`config.mk`:
```
export PLATFORM = sky130hd
export DESIGN_NAME = script_executor_flat
export DESIGN_NICKNAME = d
export VERILOG_FILES = /design/src/rtl/script_pkg.sv /design/src/rtl/script_executor_if.sv /design/src/rtl/tick_prescaler.sv /design/src/rtl/script_executor.sv /design/src/flat_wrapper.sv
export SDC_FILE = /design/constraint.sdc
export NUM_CORES = 1
export LEC_CHECK = 0
export CELL_PAD_IN_SITES_DETAIL_PLACEMENT = 0
export CELL_PAD_IN_SITES_GLOBAL_PLACEMENT = 2
export CORE_AREA = 10 10 110 112
export DETAILED_ROUTE_END_ITERATION = 12
export DIE_AREA = 0 0 120 122
export PLACE_DENSITY = 0.89
export SLEW_MARGIN = 10
export SYNTH_ARGS = -nofsm -noshare
export SYNTH_HDL_FRONTEND = slang
export SYNTH_SLANG_ARGS = --single-unit
```
`constraint.sdc`:
```
create_clock -name clock -period 2.92 [get_ports clock]
set_clock_uncertainty 0.2 [all_clocks]
set_input_delay 0.584 -clock clock [delete_from_list [all_inputs] [get_ports clock]]
set_output_delay 0.584 -clock clock [all_outputs]
set_load 0.1 [all_outputs]
```
`src/rtl/script_pkg.sv`:
```
// Package: script_pkg
// Shared definitions for the script executor: opcode values, FSM state
// encoding, the default idle command byte and the 16-bit instruction layout
// (op in [15:12], reserved nibble in [11:8], argument in [7:0]).
package script_pkg;

  localparam logic [3:0] OP_NOP    = 4'h0;
  localparam logic [3:0] OP_SEND   = 4'h1;
  localparam logic [3:0] OP_WAIT   = 4'h2;
  localparam logic [3:0] OP_WAITFB = 4'h3;
  localparam logic [3:0] OP_JUMP   = 4'h4;
  localparam logic [3:0] OP_END    = 4'hF;

  localparam logic [7:0] IDLE_BYTE_DEFAULT = 8'h00;

  typedef enum logic [2:0] {
    S_IDLE    = 3'd0,
    S_FETCH   = 3'd1,
    S_DECODE  = 3'd2,
    S_SEND    = 3'd3,
    S_WAIT_T  = 3'd4,
    S_WAIT_FB = 3'd5,
    S_DONE    = 3'd6,
    S_ERR     = 3'd7
  } state_t;

  // Instruction field slices; the reserved nibble is carried but never decoded.
  typedef struct packed {
    logic [3:0] op;
    logic [3:0] rsvd;
    logic [7:0] arg;
  } instr_t;

endpackage

```
`src/rtl/script_executor_if.sv`:
```
// Interface: script_executor_if
// Bundles the ScriptMem and UART-facing signals of the script executor.
//   pc        executor -> ScriptMem   instruction address
//   script    ScriptMem -> executor   instruction at pc (1-cycle read)
//   cmd_bits  executor -> UART        command byte (io_dataIn_bits)
//   cmd_ready UART -> executor        1-cycle pulse per byte sent
//   fb_bits   UART -> executor        feedback byte (io_dataOut_bits)
//   fb_valid  UART -> executor        feedback byte valid
// master = executor side, slave = memory/UART side.
interface script_executor_if #(
  parameter int PC_W = 8
);
  logic [PC_W-1:0] pc;
  logic [15:0]     script;
  logic [7:0]      cmd_bits;
  logic            cmd_ready;
  logic [7:0]      fb_bits;
  logic            fb_valid;

  modport master (
    output pc,
    output cmd_bits,
    input  script,
    input  cmd_ready,
    input  fb_bits,
    input  fb_valid
  );

  modport slave (
    input  pc,
    input  cmd_bits,
    output script,
    output cmd_ready,
    output fb_bits,
    output fb_valid
  );
endinterface

```
`src/rtl/tick_prescaler.sv`:
```
// Module: tick_prescaler
// Divides the clock into a one-cycle tick every TICK_DIV cycles.
//   clock  in  clock
//   reset  in  asynchronous active-low reset
//   clear  in  holds the count at zero; the first tick after clear drops
//              comes exactly TICK_DIV cycles later
//   tick   out high on the last cycle of each TICK_DIV-cycle period
module tick_prescaler #(
  parameter int TICK_DIV = 15360
) (
  input  logic clock,
  input  logic reset,
  input  logic clear,
  output logic tick
);

  localparam int              CNT_W = (TICK_DIV > 1) ? $clog2(TICK_DIV) : 1;
  localparam logic [CNT_W-1:0] LAST = CNT_W'(TICK_DIV - 1);

  logic [CNT_W-1:0] cnt_r;

  // Period counter: restarts on clear and after each terminal count.
  always_ff @(posedge clock or negedge reset) begin
    if (!reset) begin
      cnt_r <= {CNT_W{1'b0}};
    end else if (clear || (cnt_r == LAST)) begin
      cnt_r <= {CNT_W{1'b0}};
    end else begin
      cnt_r <= cnt_r + CNT_W'(1);
    end
  end

  assign tick = !clear && (cnt_r == LAST);

endmodule

```
`src/rtl/script_executor.sv`:
```
// Module: script_executor
// Fetches 16-bit instructions from ScriptMem, issues command bytes to the
// UART, and waits on timed delays or on feedback bytes.
//   clock        in   uart_clk_16
//   reset        in   asynchronous active-low reset
//   enable       in   run request; 0 aborts to IDLE
//   script_mode  in   1 while the script is being loaded; aborts to IDLE
//   bus          master modport: pc, script, cmd_bits, cmd_ready, fb_bits, fb_valid
//   running      out  1 in every state except IDLE/DONE/ERR
//   done         out  1 in DONE
//   err          out  1 in ERR
module script_executor
  import script_pkg::*;
#(
  parameter int         PC_W      = 8,
  parameter int         TICK_DIV  = 15360,
  parameter logic [7:0] IDLE_BYTE = IDLE_BYTE_DEFAULT
) (
  input  logic                clock,
  input  logic                reset,
  input  logic                enable,
  input  logic                script_mode,
  script_executor_if.master   bus,
  output logic                running,
  output logic                done,
  output logic                err
);

  localparam logic [PC_W-1:0] PC_ZERO = {PC_W{1'b0}};
  localparam logic [PC_W-1:0] PC_MAX  = {PC_W{1'b1}};

  state_t          state_r, state_s, adv_state_s;
  logic [PC_W-1:0] pc_r, pc_s, adv_pc_s;
  logic [7:0]      arg_r, arg_s;
  logic [7:0]      cmd_r, cmd_s;
  logic [7:0]      wait_cnt_r, wait_cnt_s;
  logic            running_r, done_r, err_r;
  logic            abort_s, clear_s, tick_s;
  instr_t          instr_s;
  logic [3:0]      unused_rsvd_s;

  assign instr_s       = bus.script;
  assign unused_rsvd_s = instr_s.rsvd;

  // Abort wins over any completion event in the same cycle.
  assign abort_s = script_mode || !enable;

  // Stepping past the last address is an error rather than a wrap.
  assign adv_state_s = (pc_r == PC_MAX) ? S_ERR : S_FETCH;
  assign adv_pc_s    = (pc_r == PC_MAX) ? pc_r : (pc_r + PC_W'(1));

  // Prescaler runs only while waiting, so each WAIT starts a fresh period.
  assign clear_s = (state_r != S_WAIT_T) || abort_s;

  tick_prescaler #(
    .TICK_DIV (TICK_DIV)
  ) u_prescaler (
    .clock (clock),
    .reset (reset),
    .clear (clear_s),
    .tick  (tick_s)
  );

  // Next-state and datapath updates for the executor FSM.
  always_comb begin
    state_s    = state_r;
    pc_s       = pc_r;
    arg_s      = arg_r;
    cmd_s      = cmd_r;
    wait_cnt_s = wait_cnt_r;
    if (abort_s) begin
      state_s    = S_IDLE;
      pc_s       = PC_ZERO;
      cmd_s      = IDLE_BYTE;
      wait_cnt_s = 8'd0;
    end else begin
      case (state_r)
        S_IDLE: begin
          pc_s    = PC_ZERO;
          state_s = S_FETCH;
        end
        S_FETCH: begin
          state_s = S_DECODE;
        end
        S_DECODE: begin
          arg_s = instr_s.arg;
          case (instr_s.op)
            OP_NOP: begin
              state_s = adv_state_s;
              pc_s    = adv_pc_s;
            end
            OP_SEND: begin
              cmd_s   = instr_s.arg;
              state_s = S_SEND;
            end
            OP_WAIT: begin
              if (instr_s.arg == 8'd0) begin
                state_s = adv_state_s;
                pc_s    = adv_pc_s;
              end else begin
                wait_cnt_s = instr_s.arg;
                state_s    = S_WAIT_T;
              end
            end
            OP_WAITFB: begin
              state_s = S_WAIT_FB;
            end
            OP_JUMP: begin
              pc_s    = PC_W'(instr_s.arg);
              state_s = S_FETCH;
            end
            OP_END: begin
              state_s = S_DONE;
            end
            default: begin
              state_s = S_ERR;
            end
          endcase
        end
        S_SEND: begin
          if (bus.cmd_ready) begin
            cmd_s   = IDLE_BYTE;
            state_s = adv_state_s;
            pc_s    = adv_pc_s;
          end else begin
            cmd_s = cmd_r;
          end
        end
        S_WAIT_T: begin
          if (tick_s) begin
            if (wait_cnt_r == 8'd1) begin
              wait_cnt_s = 8'd0;
              state_s    = adv_state_s;
              pc_s       = adv_pc_s;
            end else begin
              wait_cnt_s = wait_cnt_r - 8'd1;
            end
          end else begin
            wait_cnt_s = wait_cnt_r;
          end
        end
        S_WAIT_FB: begin
          if (bus.fb_valid && (bus.fb_bits == arg_r)) begin
            state_s = adv_state_s;
            pc_s    = adv_pc_s;
          end else begin
            state_s = S_WAIT_FB;
          end
        end
        S_DONE: begin
          state_s = S_DONE;
        end
        S_ERR: begin
          state_s = S_ERR;
        end
        default: begin
          state_s = S_IDLE;
        end
      endcase
    end
  end

  // State, datapath and registered status outputs.
  always_ff @(posedge clock or negedge reset) begin
    if (!reset) begin
      state_r    <= S_IDLE;
      pc_r       <= PC_ZERO;
      arg_r      <= 8'd0;
      cmd_r      <= IDLE_BYTE;
      wait_cnt_r <= 8'd0;
      running_r  <= 1'b0;
      done_r     <= 1'b0;
      err_r      <= 1'b0;
    end else begin
      state_r    <= state_s;
      pc_r       <= pc_s;
      arg_r      <= arg_s;
      cmd_r      <= cmd_s;
      wait_cnt_r <= wait_cnt_s;
      running_r  <= (state_s != S_IDLE) && (state_s != S_DONE) && (state_s != S_ERR);
      done_r     <= (state_s == S_DONE);
      err_r      <= (state_s == S_ERR);
    end
  end

  assign bus.pc       = pc_r;
  assign bus.cmd_bits = cmd_r;
  assign running      = running_r;
  assign done         = done_r;
  assign err          = err_r;

endmodule

```
`src/flat_wrapper.sv`:
```
// flat-port wrapper written by rule: the top's interface ports become plain ports
module script_executor_flat import script_pkg::*;
#(
  parameter int         PC_W      = 8,
  parameter int         TICK_DIV  = 15360,
  parameter logic [7:0] IDLE_BYTE = IDLE_BYTE_DEFAULT
)
  (clock, reset, enable, script_mode, running, done, err, bus_pc, bus_cmd_bits, bus_script, bus_cmd_ready, bus_fb_bits, bus_fb_valid);
  script_executor_if #(.PC_W(PC_W)) bus_i ();
  input  logic clock;
  input  logic reset;
  input  logic enable;
  input  logic script_mode;
  output logic running;
  output logic done;
  output logic err;
  output wire logic [$bits(bus_i.pc)-1:0] bus_pc;
  output wire logic [$bits(bus_i.cmd_bits)-1:0] bus_cmd_bits;
  input wire logic [$bits(bus_i.script)-1:0] bus_script;
  input wire logic [$bits(bus_i.cmd_ready)-1:0] bus_cmd_ready;
  input wire logic [$bits(bus_i.fb_bits)-1:0] bus_fb_bits;
  input wire logic [$bits(bus_i.fb_valid)-1:0] bus_fb_valid;
  assign bus_pc = bus_i.pc;
  assign bus_cmd_bits = bus_i.cmd_bits;
  assign bus_i.script = bus_script;
  assign bus_i.cmd_ready = bus_cmd_ready;
  assign bus_i.fb_bits = bus_fb_bits;
  assign bus_i.fb_valid = bus_fb_valid;
  script_executor #(.PC_W(PC_W), .TICK_DIV(TICK_DIV), .IDLE_BYTE(IDLE_BYTE)) u_core (.clock(clock), .reset(reset), .enable(enable), .script_mode(script_mode), .bus(bus_i), .running(running), .done(done), .err(err));
endmodule
```
Word level (Yosys, flattened, before mapping)
Index checks and enable logic that the tools add are counted.
{"block": "totals", "reg_bits": 52, "inputBits": 30, "output_inout_bits": 19, "elab_cells": 92}
{"block": "classes", "add_sub_neg": 3, "n_eq_ne": 30, "muxes": 29, "bitwise": 1, "n_reduce_logical": 20}
{"operator": "$mux 8", "n": 15}
{"operator": "$pmux 8 s5", "n": 1}
{"operator": "$pmux 8 s2", "n": 2}
{"operator": "$pmux 3 s8", "n": 1}
{"operator": "$pmux 8 s3", "n": 1}
{"operator": "$mux 3", "n": 7}
{"operator": "$eq 3x3->1 const B", "n": 6}
{"operator": "$pmux 3 s6", "n": 1}
{"operator": "$add 14x1->14 const B", "n": 1}
{"operator": "$eq 14x14->1 const B", "n": 1}
{"operator": "$mux 14", "n": 1}
{"operator": "$ne 3x1->1 const B", "n": 4}
{"operator": "$ne 3x2->1 const B", "n": 3}
{"operator": "$ne 3x3->1 const B", "n": 3}
{"operator": "$reduce_bool 3->1", "n": 3}
{"operator": "$add 8x1->8 const B", "n": 1}
{"operator": "$eq 4x2->1 const B", "n": 2}
{"operator": "$eq 8x1->1 const B", "n": 1}
{"operator": "$eq 8x8->1", "n": 1}
{"operator": "$eq 8x8->1 const B", "n": 1}
{"operator": "$logic_not 8->1", "n": 1}
{"operator": "$sub 8x1->8 const B", "n": 1}
{"operator": "$reduce_and 7->1", "n": 1}
{"operator": "$eq 3x2->1 const B", "n": 2}
{"operator": "other kinds (16)", "n": 22}

Depth between registers and ports, before layout
Gate-level depths: netlist of run 1.
{"block": "depth", "word_depth": 11, "depth_mapped": 8, "depth_no_buf": 8}

By module
From an unflattened synthesis of run 1, not the netlist that was laid out.
{"block": "hier_totals", "hier_cells": 350, "area_unflattened_um2": 3274.4}
{"mod": "script_executor", "n_inst": 1, "cells_per_inst": 278, "area_each_um2": 2590.0, "seq_area_each_um2": 950.9}
{"mod": "tick_prescaler", "n_inst": 1, "cells_per_inst": 72, "area_each_um2": 684.4, "seq_area_each_um2": 350.3}

Least setup slack after synthesis of run 1
Ideal clock, no wire load.
{"block": "synth_timing", "path_type": "register -> register", "from": "register u_core.pc_r[1], in the netlist u_core.bus.pc[1]", "to": "register u_core.pc_r[1], in the netlist u_core.bus.pc[1]", "setup_ns": 0.126, "arrival_time_ns": 2.455, "required_time_ns": 2.594, "setup_slack_ns": 0.140, "path_stages_with_launch": 8, "n_path_buf": 0, "synth_period_minus_slack_ns": 2.780, "path_cell_list": "dfrtp_1 > ha_1 > and3_1 > nand3_1 > mux2_2 > a22oi_1 > nor2_1 > mux2_2"}
{"block": "synth_between", "elab_chain_cells": 6, "elab_cells_between_ends": 11, "cone_classes": "1 x add/sub; 1 x eq/ne; 9 x mux"}
{"item": "start, declared", "line_no": "script_executor.sv:33", "rtl": "logic [PC_W-1:0] pc_r, pc_s, adv_pc_s;"}
{"item": "start signal, assigned", "line_no": "script_executor.sv:176", "rtl": "pc_r <= pc_s;"}
{"item": "$add 8x1->8 / $eq 8x8->1 (equally long branches)", "line_no": "script_executor.sv:50", "rtl": "assign adv_pc_s = (pc_r == PC_MAX) ? pc_r : (pc_r + PC_W'(1));"}
{"item": "$mux 8 (*)", "line_no": "script_executor.sv:50"}
{"item": "$mux 8 (on tied branches)", "line_no": "script_executor.sv:97, script_executor.sv:131"}
{"item": "$pmux 8 s3 / $mux 8 (equally long branches)", "line_no": "script_executor.sv:87, script_executor.sv:130"}
{"item": "$pmux 8 s5 (*)", "line_no": "script_executor.sv:77", "rtl": "case (state_r)"}
{"item": "$mux 8 (*)", "line_no": "script_executor.sv:71", "rtl": "if (abort_s) begin"}
Every way passes the cells marked *; elsewhere a longest branch is shown, timed or not. The select of a mux whose other input is x is not followed.
A chain may end at the register's enable or synchronous reset.

Final worst setup path of run 1
{"block": "layout_timing", "from": "input bus_script[12]", "to": "register u_core.wait_cnt_r[7]"}
{"block": "layout_between", "elab_chain_cells": 3}
{"item": "start, declared", "line_no": "flat_wrapper.sv:19", "rtl": "input wire logic [$bits(bus_i.script)-1:0] bus_script;"}
{"item": "$eq 4x2->1", "line_no": "script_executor.sv:87", "rtl": "case (instr_s.op)"}
{"item": "$ne 3x1->1 (no line)"}
{"item": "$reduce_and 4->1 (no line)"}
{"item": "end signal, assigned", "line_no": "script_executor.sv:179", "rtl": "wait_cnt_r <= wait_cnt_s;"}
{"item": "end, declared", "line_no": "script_executor.sv:36", "rtl": "logic [7:0] wait_cnt_r, wait_cnt_s;"}
No other way between the ends.

==> results of run 1 <==
[power breakdown]
group,internal [W],total (W),switching (W)
Sequential,0.000755,0.000782,0.0000270
Combinational,0.000125,0.000296,0.000171
Clock,0.000254,0.000507,0.000253
[worst max-delay path, stage by stage]
cell,delay [ps]
sky130_fd_sc_hd__clkdlybuf4s50_1,420
sky130_fd_sc_hd__or4b_1,570
sky130_fd_sc_hd__or2_1,250
sky130_fd_sc_hd__o2bb2ai_1,120
sky130_fd_sc_hd__o2bb2ai_1,280
sky130_fd_sc_hd__a2111oi_0,420
sky130_fd_sc_hd__a21o_1,120
[final cells by class]
type	instances	area (um^2)	share of cell area
Clock buffer	5	68.82	0.01701
Clock inverter	3	42.54	0.01052
Inverter	16	60.06	0.01485
Multi-Input combinational cell	264	1744	0.4312
Sequential cell	52	1301	0.3217
Tap cell	136	170.2	0.04207
Timing Repair Buffer	80	658.1	0.1627
[per-layer routing]
| layer | vias to the layer above | share of wire |
|---|---|---|
| met4 | 0 | 0.015 |
| met5 | - | 0 |
| met2 | 83 | 0.44 |
| li1 | 1401 | - |
| met3 | 9 | 0.077 |
| met1 | 1363 | 0.47 |
[cell usage after synthesis (all sizes together), types with 3 or more instances]
| cell | number | area share |
|---|---|---|
| nand2b | 7 | 0.014 |
| and2 | 3 | 0.0059 |
| inv | 16 | 0.019 |
| nor2b | 6 | 0.012 |
| nand3 | 24 | 0.038 |
| a32oi | 7 | 0.019 |
| nor4 | 6 | 0.014 |
| or3b | 4 | 0.011 |
| xnor2 | 13 | 0.036 |
| nand2 | 19 | 0.022 |
| a21oi | 15 | 0.027 |
| o21ai | 23 | 0.036 |
| and3 | 9 | 0.018 |
| nor2 | 38 | 0.045 |
| mux2 | 17 | 0.060 |
| or4 | 3 | 0.0082 |
| buf | 7 | 0.018 |
| nor3 | 9 | 0.018 |
| o21a | 3 | 0.0070 |
| a311oi | 3 | 0.0082 |
| nand4 | 7 | 0.018 |
| clkbuf | 9 | 0.011 |
| dfrtp | 52 | 0.41 |
| ha | 4 | 0.016 |
| xor2 | 10 | 0.027 |
[worst max path at each step]
| stage | cells past startpoint | end | startpoint |
|---|---|---|---|
| 2_1_floorplan | 7 | u_core.bus.pc[1] | u_core.bus.pc[1] |
| 3_3_place_gp | 7 | u_core.wait_cnt_r[7] | bus_script[12] |
| 3_5_place_dp | 7 | u_core.wait_cnt_r[7] | bus_script[12] |
| 4_1_cts | 7 | u_core.wait_cnt_r[7] | bus_script[12] |
| 5_1_grt | 7 | u_core.wait_cnt_r[7] | bus_script[13] |
| 6_report | 7 | u_core.wait_cnt_r[7] | bus_script[12] |
[stage by stage]
| stage | TNS, ps | hold slack, ps |
|---|---|---|
| 2_1_floorplan | 0 | 88.41 |
| 3_3_place_gp | -811.9 | 301.3 |
| 3_5_place_dp | -1073 | 311.4 |
| 4_1_cts | 0 | 143.2 |
| 5_1_grt | 0 | 162.1 |
| 6_report | 0 | 119.6 |
[cell families after synthesis]
logic type      count (synthesis)  synth area share
simple gates                  143            0.2422
mux                            19           0.06612
buf+inv                        32           0.04773
compound gates                 75            0.1585
fa+ha+maj                       4           0.01565
xor+xnor                       23           0.06299
flops                          52            0.4069
[state kept, by name (all words and copies together) (netlist names)]
register	count
u_core.u_prescaler.cnt_r	14
u_core.arg_r	8
u_core.bus.cmd_bits	8
u_core.bus.pc	8
u_core.wait_cnt_r	8
u_core.state_r	3
u_core.done	1
u_core.err	1
u_core.running	1
[placed cells by master, fill, tap and decap left out, types with 3 or more instances in the layout]
cell                              count
sky130_fd_sc_hd__a21oi_1             14
sky130_fd_sc_hd__clkdlybuf4s50_1     24
sky130_fd_sc_hd__nor3_1               8
sky130_fd_sc_hd__clkbuf_8             5
sky130_fd_sc_hd__nor4_1               5
sky130_fd_sc_hd__xor2_1              10
sky130_fd_sc_hd__nand3_1             24
sky130_fd_sc_hd__a32oi_1              7
sky130_fd_sc_hd__ha_1                 4
sky130_fd_sc_hd__nand2_1             19
sky130_fd_sc_hd__nor2_1              38
sky130_fd_sc_hd__inv_1               16
sky130_fd_sc_hd__o21a_1               3
sky130_fd_sc_hd__and3_1               9
sky130_fd_sc_hd__dfrtp_1             52
sky130_fd_sc_hd__buf_4               55
sky130_fd_sc_hd__nor2b_1              6
sky130_fd_sc_hd__o21ai_0             22
sky130_fd_sc_hd__xnor2_1             13
sky130_fd_sc_hd__and2_1               3
sky130_fd_sc_hd__nand2b_1             7
sky130_fd_sc_hd__or3b_2               3
sky130_fd_sc_hd__a311oi_1             3
sky130_fd_sc_hd__nand4_1              6
sky130_fd_sc_hd__mux2_2              17
==> summary by stage, run 1 <==
Cells and area
The number of antenna diodes in the final layout is 0. Of the cells placed in the final design, the portion with a size suffix greater than 1 is 0.2190. The number of nets in the layout is 453.

Once layout is complete, the utilization of the core stands at 0.4027. The fill cell total of the finished layout is 1033. The final design area excluding fillers is 4045 um^2. Leaving out filler cells and counting taps, the final layout contains 556.

The layout overhead on the synthesized area is 26.49%.

Placement
The cell count after placement is 548. The final weighted congestion in routability-driven placement is 0.8697. The post-DP HPWL is 6862 um. The placed cell area is 3934 um^2.

Prior to clock tree synthesis, the placed netlist has a worst setup slack of -153.8 ps. In this run the tool buffered the top-level ports with 44 buffer cells.

Clock network
Counting the buffers created by CTS gives 5. TritonCTS built the clock tree. The total of hold buffers inserted after clock tree synthesis is 0. The post-CTS resize count is 0. The post-CTS clock slew at the launch and capture registers of the worst setup and hold paths is 100 ps. The root buffer cell chosen for the clock tree is sky130_fd_sc_hd__clkbuf_8. The H-tree level count is 2.

The clock tree buffer depth is 2. Counting every sink on the clock net gives 52. The clock insertion delay at the later pin of the skew report is 320 ps. After clock tree synthesis, the setup repair step added 0 buffers.

Die
After floorplanning, the core was divided into 37 placement rows. Measured along the y axis, the die boundary spans 122 um. Measured along the x axis, the die boundary spans 120 um. 49 I/O pins were placed. The total area inside the core boundary comes to 10050 um^2. The initial utilization of the core area, before any placement, comes to 0.3183. The area enclosed by the die boundary is 14640 um^2.

Synth
Counting flops and latches in the post-synthesis netlist gives 52. The number of nets handed over by synthesis was 382. For this run, the number of Yosys warnings is 0.

The mean instance size in the synthesized netlist is 9.190 um^2. In the synthesized netlist, the number of instances is 348. The number of synthesized flops with an enable pin is 0. The synthesized cell area is 3198 um^2. The share of synthesized registers carrying an async set or reset is 1.000. Yosys mapped the design onto 58 distinct sky130hd cell types. For this run, the leading register cell type out of synthesis is sky130_fd_sc_hd__dfrtp_1. The share of synthesized area occupied by flip-flops and latches is 0.4069.

Global route
Entering global routing, the biggest net connects 34 pins. The first-pass GRT wire length is 15190 um. The number of antenna violations at the first check in global routing is 0. The global-route usage over all layers is 0.1277. In the global route stage, met2 resource usage came out at 0.1943.

In the global route stage, met1 resource usage came out at 0.1758. The via count of the first global-routing pass came to 2895. In this run the most used layer during global routing was met2. The final global-route overflow total is 0. In the global route stage, met3 resource usage came out at 0.03006.

Drt
After detailed routing, the total wire length is 9156 um. The number of nets with antenna violations after detailed routing is 0. The first detailed-routing pass ran for 4 iterations. The routed wire length per instance is 16.47 um.

For this block, the via count after detailed routing is 2856. After detailed routing, the number of vias per cell comes to 5.137. After the first detailed-routing iteration, the DRC count stood at 235.

After detailed routing, the number of remaining DRC violations is 0.

Run status
The run finished with clean final reports.

Power
The power per cell area is 391.8 nW/um^2. The largest vdd supply drop is 230.3 uV. The final total power is 0.001585 W. The leakage power total is 1.736 nW.

Timing
The highest clock frequency the design can meet is 367.7 MHz. The measured slew at the worst slew-check pin is 750.4 ps. The number of slew-limit violations in the final report is 0.

Setup violations remaining at the end of the flow were counted as 0. Setup repair after global routing left no endpoint under its margin. Counting I/O delays and the setup requirement, the final critical path takes 2720 ps. Measured against its own limit, the worst slew margin works out to 0.4997. Dividing the final minimum period by the clock period gives 0.9314. The number of hold violations in the final report is 0. After layout, the worst setup slack is 200.4 ps.

Critical path
The critical path class is primary input to flop. The required time reported for the critical path endpoint is 2970 ps. The element type at the critical path end is a flop. The worst register-to-register path ends at u_core.bus.pc[3].

The cell depth of the worst flop-to-flop path is 6. The data arrival at the endpoint of the critical path is 2770 ps. The type of origin of the critical path is a primary input. The slack of the worst reg-to-reg path is 320 ps.

Of all nets on the critical path, the largest fanout is 9. The worst register-to-register path begins at u_core.wait_cnt_r[3].

Flow run
The tool flagged a number of max-cap violations equal to 0.

Min path
In this run the worst hold path is classified as primary input to async pin.
Power figures use the tool's default switching activity.
==> run 2: changes to the inputs <==
- CELL_PAD_IN_SITES_DETAIL_PLACEMENT: 0 -> 1
- SLEW_MARGIN: 10 -> default
- clock period: 2.92 -> 2.8 ns (I/O delays scaled with it)
==> summary by stage, run 2 (synthesized netlist as in run 1, its figures left out) <==
Drt
The number of nets with antenna violations after detailed routing is 0. Summed over all layers, the routed wires come to 10310 um. After detailed routing, the number of remaining DRC violations is 0. The first detailed-routing pass took 4 iterations.

The detailed router finished its first iteration with 162 violations. The routed wire length per instance is 18.27 um. The per-cell via count in the routed design is 5.236. For this block, the via count after detailed routing is 2953.

Min path
The worst hold path belongs to the class primary input to async pin.

Die
The area enclosed by the die boundary is 14640 um^2. For this design the top-level I/O count stands at 49. The starting utilization of the core area is 0.3183. Measured along the y axis, the die boundary spans 122 um. The core region area is 10050 um^2. The horizontal die dimension is 120 um. In this run the core area contains 37 standard-cell rows.

Clock network
The post-CTS setup-driven buffer insertion count is 0. The post-CTS clock slew at the launch and capture registers of the worst setup and hold paths is 90 ps. The number of buffers created by CTS is 5. The post-CTS resize count is 0.

The TritonCTS clock tree is done. For the worst-skew pair, the clock arrives at the later sink with an insertion delay of 300 ps. The clock tree buffer depth is 2.

The tree built by TritonCTS fans out to 52 sinks. The root buffer selected by CTS is sky130_fd_sc_hd__clkbuf_8. The total of hold buffers inserted after clock tree synthesis is 0.

The H-tree level count is 2.

Power
The leakage power total is 1.777 nW. The total internal power is 0.001126 W. The power per cell area is 388.2 nW/um^2. The switching share of total power is 0.2945. The fraction of power consumed by the clock network is 0.283. For this design the total switching power over the nets is 0.0004701 W. The share of total power dissipated in combinational logic is 0.206. The largest vdd supply drop is 189.4 uV. The share of total power dissipated in sequential elements is 0.511.

Critical path
The worst setup path is of the primary input to flop kind. The worst setup path is captured at a flop. At the worst endpoint, the required time is 2790 ps. STA puts the critical path data arrival time at 2680 ps. Of all nets on the critical path, the largest fanout is 8. STA classifies the critical path startpoint as a primary input.

Cells and area
The library cells used most frequently in the layout, excluding fill and tap cells, are sky130_fd_sc_hd__buf_4 (62), sky130_fd_sc_hd__dfrtp_1 (52), sky130_fd_sc_hd__nor2_1 (38). The number of nets in the layout is 461. From synthesis to final layout, the design area changed by 28.60%.

The register bank with the most flops is u_core.u_prescaler.cnt_r. The fill cell total of the finished layout is 1203. The number of antenna diodes in the final layout is 0. For this run, the share of the core covered by cells in the final layout is 0.4094.

The fraction of final layout cells with drive strength greater than 1 is 0.2383. The flip-flop count of the largest register, all copies and words added is 14. Leaving out fill and tap cells, the most frequent cell in the layout is sky130_fd_sc_hd__buf_4.

Placement
The final weighted congestion in routability-driven placement is 0.8583. The worst slack after detailed placement is -273.1 ps. The count of input and output buffers is 44. The HPWL after detailed placement is 7784 um.

Flow run
The max-capacitance violation count is 0.

Timing
Setup repair after global routing left no endpoint under its margin. The shortest clock period the worst path allows after layout is 2686 ps. The highest clock frequency the design can meet is 372.2 MHz.

The number of hold violations in the final report was 0. The measured slew at the worst slew-check pin is 658.5 ps. Setup slack on the critical path of the routed design comes to 113.6 ps. The number of slew-limit violations in the final report is 0.

The worst max-slew margin expressed relative to the limit is 0.5610. The portion of the clock cycle consumed by the worst path in the final layout is 0.9594. The number of setup violations in the final report is 0.

Global route
After global routing the overflow that remains totals 0. The first-pass GRT wire length is 16930 um. In the global route stage, overall resource usage came out at 0.1416.

The via count of the first global-routing pass is 3266. Entering global routing, the biggest net connects 53 pins. The number of antenna violations at the first check in global routing is 0.

Run status
The flow ran to the end, and the final reports show no timing, DRC or antenna violations.
run 2: area by class of cell:
cell class / instances / area [um^2] / area share
sequential: 52 / 1301 / 0.3164
multi-input combinational: 264 / 1758 / 0.4274
inverter: 16 / 60.06 / 0.01460
tap: 136 / 170.2 / 0.04138
clock buffer: 6 / 82.58 / 0.02008
timing repair buffer: 88 / 730.7 / 0.1777
clock inverter: 2 / 10.01 / 0.002434
run 2: final timing paths:
check | to | slack (ps) | cells past startpoint | startpoint
setup reg to reg | u_core.done | 240 | 8 | u_core.bus.pc[1]
hold / removal | u_core.u_prescaler.cnt_r[4] | 40 | 2 | reset
hold reg to reg | u_core.u_prescaler.cnt_r[0] | 330 | 1 | u_core.u_prescaler.cnt_r[0]
setup / recovery | u_core.bus.pc[1] | 110 | 8 | bus_script[12]
min in group clock | u_core.u_prescaler.cnt_r[0] | 330 | 1 | u_core.u_prescaler.cnt_r[0]
max in group asynchronous | u_core.bus.pc[7] | 2120 | 2 | reset
run 2: through the flow:
step	std cells	area (um^2)	TNS (ps)	hold slack (ps)	power (W)
floorplan	348	3198	0	64.41	0.001009
global placement	556	4006	-1935	299.8	0.001145
detailed placement	556	4006	-3126	318.9	0.001161
CTS	564	4099	0	50.36	0.001624
global route	564	4113	0	57.86	0.001682
finish	564	4113	0	41.76	0.001596
run 2: worst max-delay path, stage by stage:
cell and delay (ps):
sky130_fd_sc_hd__clkdlybuf4s50_1 430, sky130_fd_sc_hd__or4b_1 590, sky130_fd_sc_hd__buf_4 170, sky130_fd_sc_hd__nor3_1 270, sky130_fd_sc_hd__a32oi_1 100, sky130_fd_sc_hd__nand2_1 170, sky130_fd_sc_hd__a21oi_4 90, sky130_fd_sc_hd__mux2_2 290
run 2: power groups by stage:
stage	registers (W)	clock network [W]	logic, W
2_1_floorplan	0.000874	0	0.000134
3_3_place_gp	0.000827	0	0.000317
3_5_place_dp	0.000830	0	0.000331
4_1_cts	0.000815	0.000476	0.000333
5_1_grt	0.000821	0.000505	0.000356
6_report	0.000816	0.000451	0.000330
run 2: metal layers:
layer / track usage / routed length (um) / vias to the layer above
li1: - / - / 1412
met1: 0.1825 / 4761 / 1487
met2: 0.2397 / 5049 / 49
met3: 0.02498 / 404 / 5
met4: 0.03771 / 89 / 0
met5: 0 / 0 / -
